$ cat config.mk
export PLATFORM = sky130hd
export DESIGN_NAME = sram_port_arbiter_flat
export DESIGN_NICKNAME = d
export VERILOG_FILES = /design/src/rtl/sram_port_arbiter_if.sv /design/src/rtl/sram_port_arbiter.sv /design/src/flat_wrapper.sv
export SDC_FILE = /design/constraint.sdc
export NUM_CORES = 1
export LEC_CHECK = 0
export BUFFER_PORTS_ARGS = -buffer_cell sky130_fd_sc_hd__buf_4
export CAP_MARGIN = 20
export CORE_AREA = 2 2 119 121
export CTS_CLUSTER_SIZE = 8
export DETAILED_ROUTE_END_ITERATION = 7
export DIE_AREA = 0 0 121 123
export SLEW_MARGIN = 15
export SYNTH_ARGS = -nofsm -noshare
export SYNTH_HDL_FRONTEND = slang
export SYNTH_SLANG_ARGS = --single-unit
$ cat constraint.sdc
create_clock -name clk -period 4 [get_ports clk]
set_input_delay 0.2 -clock clk [delete_from_list [all_inputs] [get_ports clk]]
set_output_delay 0.2 -clock clk [all_outputs]
set_load 0.01 [all_outputs]
$ cat src/rtl/sram_port_arbiter_if.sv
// Request/response port bundle shared by the instruction and data fakecaches.
// master = requester side (fakecache), slave = arbiter side.
interface sram_port_arbiter_if #(
   parameter int ADDR_W = 32,
   parameter int DATA_W = 32
);
   logic                  req;
   logic [DATA_W/8-1:0]   we;
   logic [ADDR_W-1:0]     addr;
   logic [DATA_W-1:0]     wdata;
   logic                  gnt;
   logic                  rvalid;
   logic [DATA_W-1:0]     rdata;

   modport master (
      output req, we, addr, wdata,
      input  gnt, rvalid, rdata
   );

   modport slave (
      input  req, we, addr, wdata,
      output gnt, rvalid, rdata
   );
endinterface

$ cat src/rtl/sram_port_arbiter.sv
// Shares one synchronous single-port SRAM between the instruction-side and
// data-side request ports. Data side wins by default; a saturating starvation
// counter hands priority to the instruction side after STARVE_LIMIT denied
// cycles. The one-cycle read latency is tracked so each response returns to
// the port that was granted.
module sram_port_arbiter #(
   parameter int ADDR_W       = 32,
   parameter int DATA_W       = 32,
   parameter int STARVE_LIMIT = 4
) (
   input  logic                  clk,
   input  logic                  rst_n,
   sram_port_arbiter_if.slave    inst,
   sram_port_arbiter_if.slave    data,
   output logic                  sram_en,
   output logic [DATA_W/8-1:0]   sram_we,
   output logic [ADDR_W-1:0]     sram_addr,
   output logic [DATA_W-1:0]     sram_wdata,
   input  logic [DATA_W-1:0]     sram_rdata
);

   localparam int                CNT_W = $clog2(STARVE_LIMIT + 1);
   localparam logic [CNT_W-1:0]  LIMIT = CNT_W'(STARVE_LIMIT);

   logic [CNT_W-1:0] starve_cnt;
   logic             inst_starve;
   logic             inst_gnt;
   logic             data_gnt;
   logic             resp_vld;
   logic             resp_own;

   // Grant decision; rst_n gating keeps every grant low while in reset.
   always_comb begin
      inst_starve = inst.req && (starve_cnt == LIMIT);
      data_gnt    = rst_n && data.req && !inst_starve;
      inst_gnt    = rst_n && inst.req && !data_gnt;
   end

   // Drive the SRAM from whichever side holds the grant; idle bus is all zero.
   always_comb begin
      sram_en    = inst_gnt | data_gnt;
      sram_we    = '0;
      sram_addr  = '0;
      sram_wdata = '0;
      if (data_gnt) begin
         sram_we    = data.we;
         sram_addr  = data.addr;
         sram_wdata = data.wdata;
      end else if (inst_gnt) begin
         sram_we    = inst.we;
         sram_addr  = inst.addr;
         sram_wdata = inst.wdata;
      end
   end

   // Starvation counter: clears when inst is idle or served, saturates at LIMIT.
   always_ff @(posedge clk or negedge rst_n) begin
      if (!rst_n) begin
         starve_cnt <= '0;
      end else if (!inst.req || inst_gnt) begin
         starve_cnt <= '0;
      end else if (starve_cnt != LIMIT) begin
         starve_cnt <= starve_cnt + CNT_W'(1);
      end
   end

   // Response tracking: one access in flight, owner recorded at grant time.
   always_ff @(posedge clk or negedge rst_n) begin
      if (!rst_n) begin
         resp_vld <= 1'b0;
         resp_own <= 1'b0;
      end else begin
         resp_vld <= sram_en;
         resp_own <= data_gnt;
      end
   end

   assign inst.gnt    = inst_gnt;
   assign data.gnt    = data_gnt;
   assign inst.rvalid = resp_vld && !resp_own;
   assign data.rvalid = resp_vld && resp_own;
   assign inst.rdata  = sram_rdata;
   assign data.rdata  = sram_rdata;

endmodule

$ cat src/flat_wrapper.sv
// flat-port wrapper written by rule: the top's interface ports become plain ports
module sram_port_arbiter_flat 
#(
   parameter int ADDR_W       = 32,
   parameter int DATA_W       = 32,
   parameter int STARVE_LIMIT = 4
)
  (clk, rst_n, sram_en, sram_we, sram_addr, sram_wdata, sram_rdata, inst_req, inst_we, inst_addr, inst_wdata, inst_gnt, inst_rvalid, inst_rdata, data_req, data_we, data_addr, data_wdata, data_gnt, data_rvalid, data_rdata);
  sram_port_arbiter_if #(.ADDR_W(ADDR_W), .DATA_W(DATA_W)) inst_i ();
  sram_port_arbiter_if #(.ADDR_W(ADDR_W), .DATA_W(DATA_W)) data_i ();
  input  logic clk;
  input  logic rst_n;
  output logic sram_en;
  output logic [DATA_W/8-1:0] sram_we;
  output logic [ADDR_W-1:0] sram_addr;
  output logic [DATA_W-1:0] sram_wdata;
  input  logic [DATA_W-1:0] sram_rdata;
  input wire logic [$bits(inst_i.req)-1:0] inst_req;
  input wire logic [$bits(inst_i.we)-1:0] inst_we;
  input wire logic [$bits(inst_i.addr)-1:0] inst_addr;
  input wire logic [$bits(inst_i.wdata)-1:0] inst_wdata;
  output wire logic [$bits(inst_i.gnt)-1:0] inst_gnt;
  output wire logic [$bits(inst_i.rvalid)-1:0] inst_rvalid;
  output wire logic [$bits(inst_i.rdata)-1:0] inst_rdata;
  input wire logic [$bits(data_i.req)-1:0] data_req;
  input wire logic [$bits(data_i.we)-1:0] data_we;
  input wire logic [$bits(data_i.addr)-1:0] data_addr;
  input wire logic [$bits(data_i.wdata)-1:0] data_wdata;
  output wire logic [$bits(data_i.gnt)-1:0] data_gnt;
  output wire logic [$bits(data_i.rvalid)-1:0] data_rvalid;
  output wire logic [$bits(data_i.rdata)-1:0] data_rdata;
  assign inst_i.req = inst_req;
  assign inst_i.we = inst_we;
  assign inst_i.addr = inst_addr;
  assign inst_i.wdata = inst_wdata;
  assign inst_gnt = inst_i.gnt;
  assign inst_rvalid = inst_i.rvalid;
  assign inst_rdata = inst_i.rdata;
  assign data_i.req = data_req;
  assign data_i.we = data_we;
  assign data_i.addr = data_addr;
  assign data_i.wdata = data_wdata;
  assign data_gnt = data_i.gnt;
  assign data_rvalid = data_i.rvalid;
  assign data_rdata = data_i.rdata;
  sram_port_arbiter #(.ADDR_W(ADDR_W), .DATA_W(DATA_W), .STARVE_LIMIT(STARVE_LIMIT)) u_core (.clk(clk), .rst_n(rst_n), .inst(inst_i), .data(data_i), .sram_en(sram_en), .sram_we(sram_we), .sram_addr(sram_addr), .sram_wdata(sram_wdata), .sram_rdata(sram_rdata));
endmodule
==> results.toml <==
[outcome]
status = "complete, no violations"

[final_layout]
drive_gt1_share_pct = 68.97
fin_util_pct = 20.64
nFillCells = 1527
diodes = 0
fin_nets = 494
area_growth_pct = 89.61

[synthesis]
synthFlopType = "dfrtp_1"
synth_area_leader_cell = "a22o_1"
synth_edf_count = 0
synth.top_cells.by_area = "a22o_1, buf_4, dfrtp_1"
ys_seq_elements = 5
async_reset_ff_share_pct = 100.0
yosys_warnings = 0
synth_cell_types = 17
synth_top_cell_area_share_pct = 40.20
syn-num-nets = 352
yosysSeqAreaShare_pct = 8.446
synth_common_cells = "a22o_1, buf_4, nand2_1, buf_2, buf_6"
netlist_area_sq_um = 1481
yosysMostFrequentCell = "a22o_1"
synth_cells = 178
syn_avg_cell_area_sq_um = 8.323

[pwr]
power.density_nw_per_um2 = 182.1
p_int_w = 0.0003629
p_comb_share_pct = 56.6
clkPwrFrac_pct = 32.3
ir_drop_v = 0.0001024
p_total_w = 0.0005114
power.leakage_nw = 1.472
p_sw_share_pct = 29.03
p_sw_w = 0.0001485
seqPwrFrac_pct = 11.1

[die]
coreArea_sq_um = 13610
ios = 309
dieArea_sq_um = 14880
dieHeight_um = 123
start_util_pct = 10.88
die_w_um = 121
rows = 43

[flow_run]
cap_violations = 0

[clocking]
cts_tree = "built"
post_cts_resized = 0
cts_post_setup_buffers_inserted = 0
clk_pin_slew_ps = 30
clock_latency_ps = 230
clock_path_buffers = 2
cts_root_buffer = "clkbuf_16"
clock-sinks = 5
cts_buffers = 3
h-tree-depth = 1

[worst_setup_path]
path_cells = "dlygate4sd3_1 > buf_4 > nand2_1 > a31oi_4 > buf_4 > a22o_1 > buf_4"
startpoint_type = "input pin"
path_buf_inv = 4
cp_max_fo = 32
path_delay_family = "buffers and inverters"
critPathSlowestCell = "a31oi_4"
critPathRequiredTime_ps = 3800
critPathArrivalTime_ps = 2550
end_kind = "output port"
worstSetupPathType = "input pin to output port"
critPathMaxStageDelay_ps = 740
cpMostUsedCell = "buf_4"

[detailed_routing]
viasPerCell = 3.942
drcViolationCount = 0
first_iter_violations = 45
dr.pass1.iters = 4
routed_wl_mm = 8.101
ant_nets = 0
vias = 1967
wire_per_inst_um = 16.23

[sta]
final-hold-violation-count = 0
skew_ps = 2.876
finalSetupTns_ps = 0
finalSetupViolCount = 0
tightest_slew_ps = 928.5
slew_violations = 0
rsz0062_at_grt = "no"
fmax_mhz = 364.3
max-slew-margin-rel_pct = 38.10
fin_crit_ps = 2745
post-route-period-util_pct = 68.63

[global_route]
grt_pass1_wl_mm = 10.25
grt_util_all_layers_pct = 9.048
grt_pass1_vias = 1817
grt_max_degree = 57
antenna_found_initial = 0
overflow = 0

[placed_design]
place.gp.congestion = 0.7764
port_buffers = 212

[min_path]
hold_path.class = "input pin to flop"
-- registers in the layout, summed over array words and instances, names as in the netlist --
name               count
u_core.starve_cnt      3
u_core.resp_own        1
u_core.resp_vld        1
-- metrics by stage --
step	cells	hold slack, ps	worst slack (ps)	cell area (sq um)
after detailed placement	494	22.00	1512	2720
after global routing	499	297.7	1081	2809
after global placement	494	19.26	1577	2720
final	499	276.9	1255	2809
after floorplan	178	-95.59	2367	1481
after CTS	499	280.0	1204	2809
-- kinds of logic (layout without fill, tap and decap cells) --
group / count (synthesis) / in the layout / synth area share [%]
buffers and inverters: 82 / 223 / 41.30
AO/OA/AOI/OAI: 74 / 74 / 44.26
AND/OR/NAND/NOR: 15 / 15 / 4.307
flip-flops: 5 / 5 / 8.446
adder cells (fa/ha/maj): 2 / 2 / 1.689
-- power groups by stage --
stage / logic, W / registers (W) / clock network [W]
global route: 0.000308 / 0.0000568 / 0.000172
floorplan: 0.000169 / 0.0000565 / 0
finish: 0.000290 / 0.0000565 / 0.000165
CTS: 0.000293 / 0.0000565 / 0.000167
detailed placement: 0.000291 / 0.0000571 / 0
global placement: 0.000289 / 0.0000569 / 0
-- per-layer routing --
metal | vias to the layer above | part of all wire, % | GRT usage [%]
met4 | 0 | 1.7 | 2.326
met3 | 21 | 12 | 2.583
li1 | 884 | - | -
met5 | - | 0 | 0
met2 | 158 | 51 | 16.47
met1 | 904 | 35 | 10.37
-- layout by cell type (no fill, tap or decap) --
cell type	n
nor2b_1	1
clkbuf_16	3
nand2_1	8
buf_4	215
and2_1	1
nor3_1	1
ha_1	2
a21oi_4	1
dlygate4sd3_1	1
a22o_1	68
clkbuf_1	1
nor2_1	3
o21ai_0	2
inv_1	3
dfrtp_1	5
o22ai_1	2
nand3_1	1
a31oi_4	1
-- worst reg2reg max path, delay by kind of cell (launching register included) --
kind	cells	cell delay [ps]
compound gates	1	770
fa+ha+maj	1	260
buf+inv	2	410
flops	1	360
-- worst paths after layout --
| check | endpoint | slack, ps | start | cells after the start |
|---|---|---|---|---|
| worst max-delay path | sram_addr[30] | 1250 | rst_n | 7 |
| worst max register to register | u_core.resp_own | 2120 | u_core.starve_cnt[0] | 4 |
| worst min register to register | u_core.starve_cnt[1] | 590 | u_core.starve_cnt[1] | 2 |
| max in group asynchronous | u_core.resp_vld | 3540 | rst_n | 2 |
| min in group asynchronous | u_core.starve_cnt[1] | 330 | rst_n | 2 |
| worst min-delay path | u_core.starve_cnt[2] | 280 | inst_req | 3 |
-- area by class of cell --
| class | count | area (sq um) | area share, % |
|---|---|---|---|
| inverters | 3 | 11.26 | 0.4009 |
| repair buffers | 216 | 1624 | 57.82 |
| clock buffers | 4 | 78.83 | 2.806 |
| multi-input cells | 91 | 744.5 | 26.50 |
| flip-flops and latches | 5 | 125.1 | 4.454 |
| well taps | 180 | 225.2 | 8.018 |
-- what timing repair did --
action                                 CTS  global route
endpoints found under the hold margin    5             0
setup endpoints to repair                0             0
hold buffers                             1             0
(Power assumes the default switching activity.)
